<file path="config.mk">
export PLATFORM = sky130hd
export DESIGN_NAME = exp_align_pipeline
export DESIGN_NICKNAME = d
export VERILOG_FILES = /design/src/rtl/exp_align_pipeline.sv
export SDC_FILE = /design/constraint.sdc
export NUM_CORES = 1
export LEC_CHECK = 0
export CORE_MARGIN = 2
export CORE_UTILIZATION = 25
export CTS_CLUSTER_DIAMETER = 100
export DETAILED_ROUTE_END_ITERATION = 6
export MAX_ROUTING_LAYER = met4
export PLACE_DENSITY = 0.4
export SLEW_MARGIN = 10
export SYNTH_ARGS = -nofsm -noshare
export SYNTH_HDL_FRONTEND = slang
export SYNTH_SLANG_ARGS = --single-unit
</file>
<file path="constraint.sdc">
create_clock -name clk -period 5.4 [get_ports clk]
set_input_delay 1.35 -clock clk [delete_from_list [all_inputs] [get_ports clk]]
set_output_delay 1.35 -clock clk [all_outputs]
set_load 0.01 [all_outputs]
</file>
<file path="src/rtl/exp_align_pipeline.sv">
// Exponent alignment pipeline: finds the largest lane exponent of a vector,
// the lowest lane holding it, and each lane's saturated shift to reach it.
// Two registered stages (S1 = captured exponents, S2 = results) with
// valid/ready flow control that sustains one vector per cycle.
// Optional build macro EXP_ALIGN_ZERO_MASK_EN: zero exponents drop out of
// the maximum search and get a forced, flagged MAX_SHIFT offset.
module exp_align_pipeline #(
    parameter int EXP_WIDTH = 4,
    parameter int LANES     = 4,
    parameter int MAX_SHIFT = 7
) (
    input  logic                         clk,
    input  logic                         rst,
    input  logic                         in_valid,
    output logic                         in_ready,
    input  logic [EXP_WIDTH*LANES-1:0]   in_exp,
    output logic                         out_valid,
    input  logic                         out_ready,
    output logic [EXP_WIDTH-1:0]         max_exp,
    output logic [$clog2(LANES)-1:0]     max_idx,
    output logic [EXP_WIDTH*LANES-1:0]   exp_offset,
    output logic [LANES-1:0]             sat_mask
);

    localparam int IDX_W = $clog2(LANES);
    localparam int NODES = 2*LANES - 1;
    localparam logic [EXP_WIDTH-1:0] SHIFT_CAP = EXP_WIDTH'(MAX_SHIFT);

    logic                       s1Valid_q, s1Valid_d;
    logic [EXP_WIDTH*LANES-1:0] s1Exp_q, s1Exp_d;
    logic                       s2Valid_q, s2Valid_d;
    logic [EXP_WIDTH-1:0]       maxExp_q, maxExp_d;
    logic [IDX_W-1:0]           maxIdx_q, maxIdx_d;
    logic [EXP_WIDTH*LANES-1:0] offset_q, offset_d;
    logic [LANES-1:0]           satMask_q, satMask_d;

    logic                       s2Advance;
    logic [LANES-1:0]           laneActive;
    logic [EXP_WIDTH-1:0]       maxExpComb;
    logic [IDX_W-1:0]           maxIdxComb;
    logic [EXP_WIDTH*LANES-1:0] offsetComb;
    logic [LANES-1:0]           satComb;

    // Decide which lanes take part in the maximum search.
    always_comb begin
        laneActive = '1;
        for (int i = 0; i < LANES; i++) begin
`ifdef EXP_ALIGN_ZERO_MASK_EN
            laneActive[i] = (s1Exp_q[i*EXP_WIDTH +: EXP_WIDTH] != '0);
`else
            laneActive[i] = 1'b1;
`endif
        end
    end

    // Balanced comparator tree over the S1 lanes; on ties the left (lower-lane) side wins.
    always_comb begin : maxTree
        logic [EXP_WIDTH-1:0] tExp [NODES];
        logic [IDX_W-1:0]     tIdx [NODES];
        logic                 tVld [NODES];
        logic                 takeLeft;
        for (int n = 0; n < NODES; n++) begin
            tExp[n] = '0;
            tIdx[n] = '0;
            tVld[n] = 1'b0;
        end
        takeLeft = 1'b0;
        for (int i = 0; i < LANES; i++) begin
            tExp[LANES-1+i] = s1Exp_q[i*EXP_WIDTH +: EXP_WIDTH];
            tIdx[LANES-1+i] = IDX_W'(i);
            tVld[LANES-1+i] = laneActive[i];
        end
        for (int n = LANES-2; n >= 0; n--) begin
            takeLeft = tVld[2*n+1] && (!tVld[2*n+2] || (tExp[2*n+1] >= tExp[2*n+2]));
            if (takeLeft) begin
                tExp[n] = tExp[2*n+1];
                tIdx[n] = tIdx[2*n+1];
            end else begin
                tExp[n] = tExp[2*n+2];
                tIdx[n] = tIdx[2*n+2];
            end
            tVld[n] = tVld[2*n+1] || tVld[2*n+2];
        end
        if (tVld[0]) begin
            maxExpComb = tExp[0];
            maxIdxComb = tIdx[0];
        end else begin
            maxExpComb = '0;
            maxIdxComb = '0;
        end
    end

    // Per-lane distance to the maximum, clipped at the shift ceiling.
    always_comb begin : offsets
        logic [EXP_WIDTH-1:0] raw;
        offsetComb = '0;
        satComb    = '0;
        raw        = '0;
        for (int i = 0; i < LANES; i++) begin
            raw = maxExpComb - s1Exp_q[i*EXP_WIDTH +: EXP_WIDTH];
            if (!laneActive[i]) begin
                offsetComb[i*EXP_WIDTH +: EXP_WIDTH] = SHIFT_CAP;
                satComb[i] = 1'b1;
            end else if (raw > SHIFT_CAP) begin
                offsetComb[i*EXP_WIDTH +: EXP_WIDTH] = SHIFT_CAP;
                satComb[i] = 1'b1;
            end else begin
                offsetComb[i*EXP_WIDTH +: EXP_WIDTH] = raw;
            end
        end
    end

    // Flow control: S2 moves when empty or drained; S1 moves only with S2.
    always_comb begin
        s2Advance = !s2Valid_q || out_ready;
        in_ready  = !s1Valid_q || s2Advance;

        s1Valid_d = s1Valid_q;
        s1Exp_d   = s1Exp_q;
        s2Valid_d = s2Valid_q;
        maxExp_d  = maxExp_q;
        maxIdx_d  = maxIdx_q;
        offset_d  = offset_q;
        satMask_d = satMask_q;

        if (in_ready) begin
            s1Valid_d = in_valid;
            if (in_valid) begin
                s1Exp_d = in_exp;
            end
        end
        if (s2Advance) begin
            s2Valid_d = s1Valid_q;
            if (s1Valid_q) begin
                maxExp_d  = maxExpComb;
                maxIdx_d  = maxIdxComb;
                offset_d  = offsetComb;
                satMask_d = satComb;
            end
        end
    end

    // Pipeline registers; reset drops in-flight vectors and zeroes all data.
    always_ff @(posedge clk or posedge rst) begin
        if (rst) begin
            s1Valid_q <= 1'b0;
            s1Exp_q   <= '0;
            s2Valid_q <= 1'b0;
            maxExp_q  <= '0;
            maxIdx_q  <= '0;
            offset_q  <= '0;
            satMask_q <= '0;
        end else begin
            s1Valid_q <= s1Valid_d;
            s1Exp_q   <= s1Exp_d;
            s2Valid_q <= s2Valid_d;
            maxExp_q  <= maxExp_d;
            maxIdx_q  <= maxIdx_d;
            offset_q  <= offset_d;
            satMask_q <= satMask_d;
        end
    end

    assign out_valid  = s2Valid_q;
    assign max_exp    = maxExp_q;
    assign max_idx    = maxIdx_q;
    assign exp_offset = offset_q;
    assign sat_mask   = satMask_q;

endmodule

</file>
==> flow_summary_export.csv <==
group,metric,value,unit
place,dp_cells,390,
yosys,ys_ff_latch,44,
pwr,swShare,37.7,%
detailed_routing,drc,0,
timing,max_freq,218,MHz
layout,syn2layout_area_growth,29.4,%
place,globalplace.congestion,0.731,
place,dp_slack,749,ps
clocking,cts-root-buf,"clkbuf_8",
layout,finalNetCount,312,
yosys,synthDominantCellAreaShare,43.5,%
yosys,netlist_area,2530,um^2
timing,slew_headroom,52.2,%
worst_setup_path,worstPathArrival,4770,ps
floorplan,io_pins,48,
timing,worst_pin_slew,715,ps
floorplan,start_util,25.9,%
clocking,clk_latency,290,ps
clocking,htree_levels,2,
floorplan,die_area,10900,um^2
floorplan,die_w,105,um
pwr,p_int,1.19,mW
global_routing,grt-ovfl-total,0,
yosys,synth_cell_types,29,
floorplan,coreArea,9770,um^2
detailed_routing,vias,1619,
clocking,path_clk_slew,90,ps
timing,rsz0062_at_grt,"false",
clocking,cts_buffers,5,
detailed_routing,vias_per_cell,4.07,
pwr,seqPwrFrac,25.6,%
yosys,synth_nets,262,
floorplan,die_h,105,um
layout,fin_cells,398,
pwr,leakage,1.46,nW
detailed_routing,first_pass_iters,4,
timing,clock_skew,6.86,ps
layout,fin_util,33.5,%
worst_setup_path,startpoint_type,"register",
clocking,cts_resized,0,
yosys,yosys_warnings,0,
floorplan,rows,36,
flow_run,maxCapViolations,0,
layout,drive_gt1_share,17.0,%
min_path,hold_path.class,"register to register",
yosys,ys_seq_area_share,43.5,%
yosys,netlist_instances,214,
worst_setup_path,crit_type,"register to register",
global_routing,grt_pass1_wl,9030,um
worst_setup_path,worstPathRequired,5580,ps
timing,fin_ws,809,ps
clocking,cts_tree,"yes",
global_routing,grt_max_degree,45,
detailed_routing,drtIter0Drc,69,
timing,setup_tns,0,ps
pwr,vdd_drop_max,0.180,mV
place,io_buffers,47,
global_routing,antenna_found_initial,0,
timing,final.period_utilization,85.0,%
pwr,total_power,1.91,mW
pwr,clock_power_share,14.1,%
pwr,comb_power_share,60.3,%
worst_setup_path,crit_fanout,7,
timing,slew_viol_final,0,
detailed_routing,wl_per_cell,13.2,um
clocking,clock_path_buffers,2,
global_routing,grt_usage,10.6,%
pwr,netSwitchingPower,0.719,mW
clocking,ctsHoldBuffers,0,
layout,antenna_cells,0,
timing,fin_crit,4590,ps
clocking,numClockSinks,44,
detailed_routing,routed_wl,5270,um
clocking,cts_setup_buffers,0,
place,dp_hpwl,4070,um
yosys,synth.area.top_cells,"dfrtp_1, ha_1, mux2_2",
yosys,yosys.area.top_type,"dfrtp_1",
detailed_routing,ant_nets,0,
layout,layout_commonest_cell,"clkdlybuf4s50_1",
layout,layout_common_cells,"clkdlybuf4s50_1, dfrtp_1, ha_1, nand2_1, inv_1",
global_routing,grt_pass1_vias,1667,
yosys,synth.avg_cell_area,11.8,um^2
run_status,status,"complete, no violations",
pwr,power.density,582,nW/um^2
worst_setup_path,end_kind,"register",
timing,final-setup-viol-count,0,
timing,hold_viol_final,0,
-- routing by layer --
metal | track usage (%) | part of all wire [%] | vias up
li1 | - | - | 835
met1 | 16.0 | 54 | 748
met2 | 14.4 | 42 | 31
met3 | 1.68 | 3.2 | 5
met4 | 3.43 | 1.3 | 0
met5 | - | 0 | -
-- Yosys cell counts --
master and count:
a2111oi_2 1, a21o_1 4, a21oi_1 8, and2_1 5, buf_6 1, clkbuf_1 5, dfrtp_1 44, fa_1 4
ha_1 24, inv_1 21, mux2_2 19, mux2_4 5, mux2i_1 8, nand2_1 21, nand2b_1 3, nand2b_4 1
nand3b_1 1, nor2_1 3, nor3_1 1, nor3b_1 2, o211ai_1 2, o21ai_0 4, o21ai_2 2, o22a_1 9
o22a_2 3, or3_1 1, xnor2_1 2, xnor2_2 4, xor2_1 6
-- cell type report --
class / instances / area (um^2)
fillers: 1016 / 6500
multi-input cells: 143 / 1320
flip-flops and latches: 44 / 1100
repair buffers: 49 / 485
well taps: 133 / 166
clock buffers: 6 / 82.6
inverters: 21 / 78.8
clock inverters: 2 / 38.8
-- kinds of logic after synthesis --
kind of cell             synth area share (%)
flip-flops                               43.5
AND/OR/NAND/NOR                          7.42
AO/OA/AOI/OAI                            9.75
multiplexers                             14.6
adder cells (fa/ha/maj)                  15.0
buffers and inverters                    4.31
XOR/XNOR                                 5.34
-- flip-flops by register name, indices dropped and copies added, names as in the netlist --
register    cells
max_idx         2
max_exp         4
exp_offset     16
s1Exp_q        16
s1Valid_q       1
out_valid       1
sat_mask        4
-- power groups by stage --
stage	Sequential, mW	Clock [mW]	Combinational, mW
finish	0.487	0.269	1.15
global route	0.501	0.298	1.29
CTS	0.491	0.284	1.17
detailed placement	0.498	0	1.17
global placement	0.499	0	1.16
floorplan	0.515	0	0.823
-- final timing paths --
path	startpoint	slack [ps]	cells past startpoint	to
setup / recovery	s1Exp_q[13]$_DFFE_PP0P_	810	17	sat_mask[2]$_DFFE_PP0P_
hold / removal	exp_offset[15]$_DFFE_PP0P_	490	1	exp_offset[15]$_DFFE_PP0P_
setup reg to reg	s1Exp_q[13]$_DFFE_PP0P_	810	17	sat_mask[2]$_DFFE_PP0P_
hold reg to reg	exp_offset[15]$_DFFE_PP0P_	490	1	exp_offset[15]$_DFFE_PP0P_
max in group asynchronous	rst	3520	3	s1Exp_q[8]$_DFFE_PP0P_
min in group asynchronous	rst	1490	3	exp_offset[7]$_DFFE_PP0P_
-- critical path, cell delays in order (launching register included) --
cell and delay [ps]:
dfrtp_1 460, inv_1 110, ha_1 290, o211ai_1 100
o21ai_2 320, mux2i_1 310, inv_1 70, ha_1 270
nand2b_4 140, a2111oi_2 320, or3_1 330, nor2_1 90
a21oi_1 510, ha_1 380, a21oi_1 160, xor2_1 240
xnor2_2 120, mux2_4 260
-- through the flow --
| stage | cell area [um^2] | hold slack, ps |
|---|---|---|
| final | 3270 | 494 |
| after global placement | 3150 | 471 |
| after CTS | 3270 | 499 |
| after floorplan | 2530 | 471 |
| after global routing | 3270 | 514 |
| after detailed placement | 3150 | 475 |
Power figures use the tool's default switching activity.
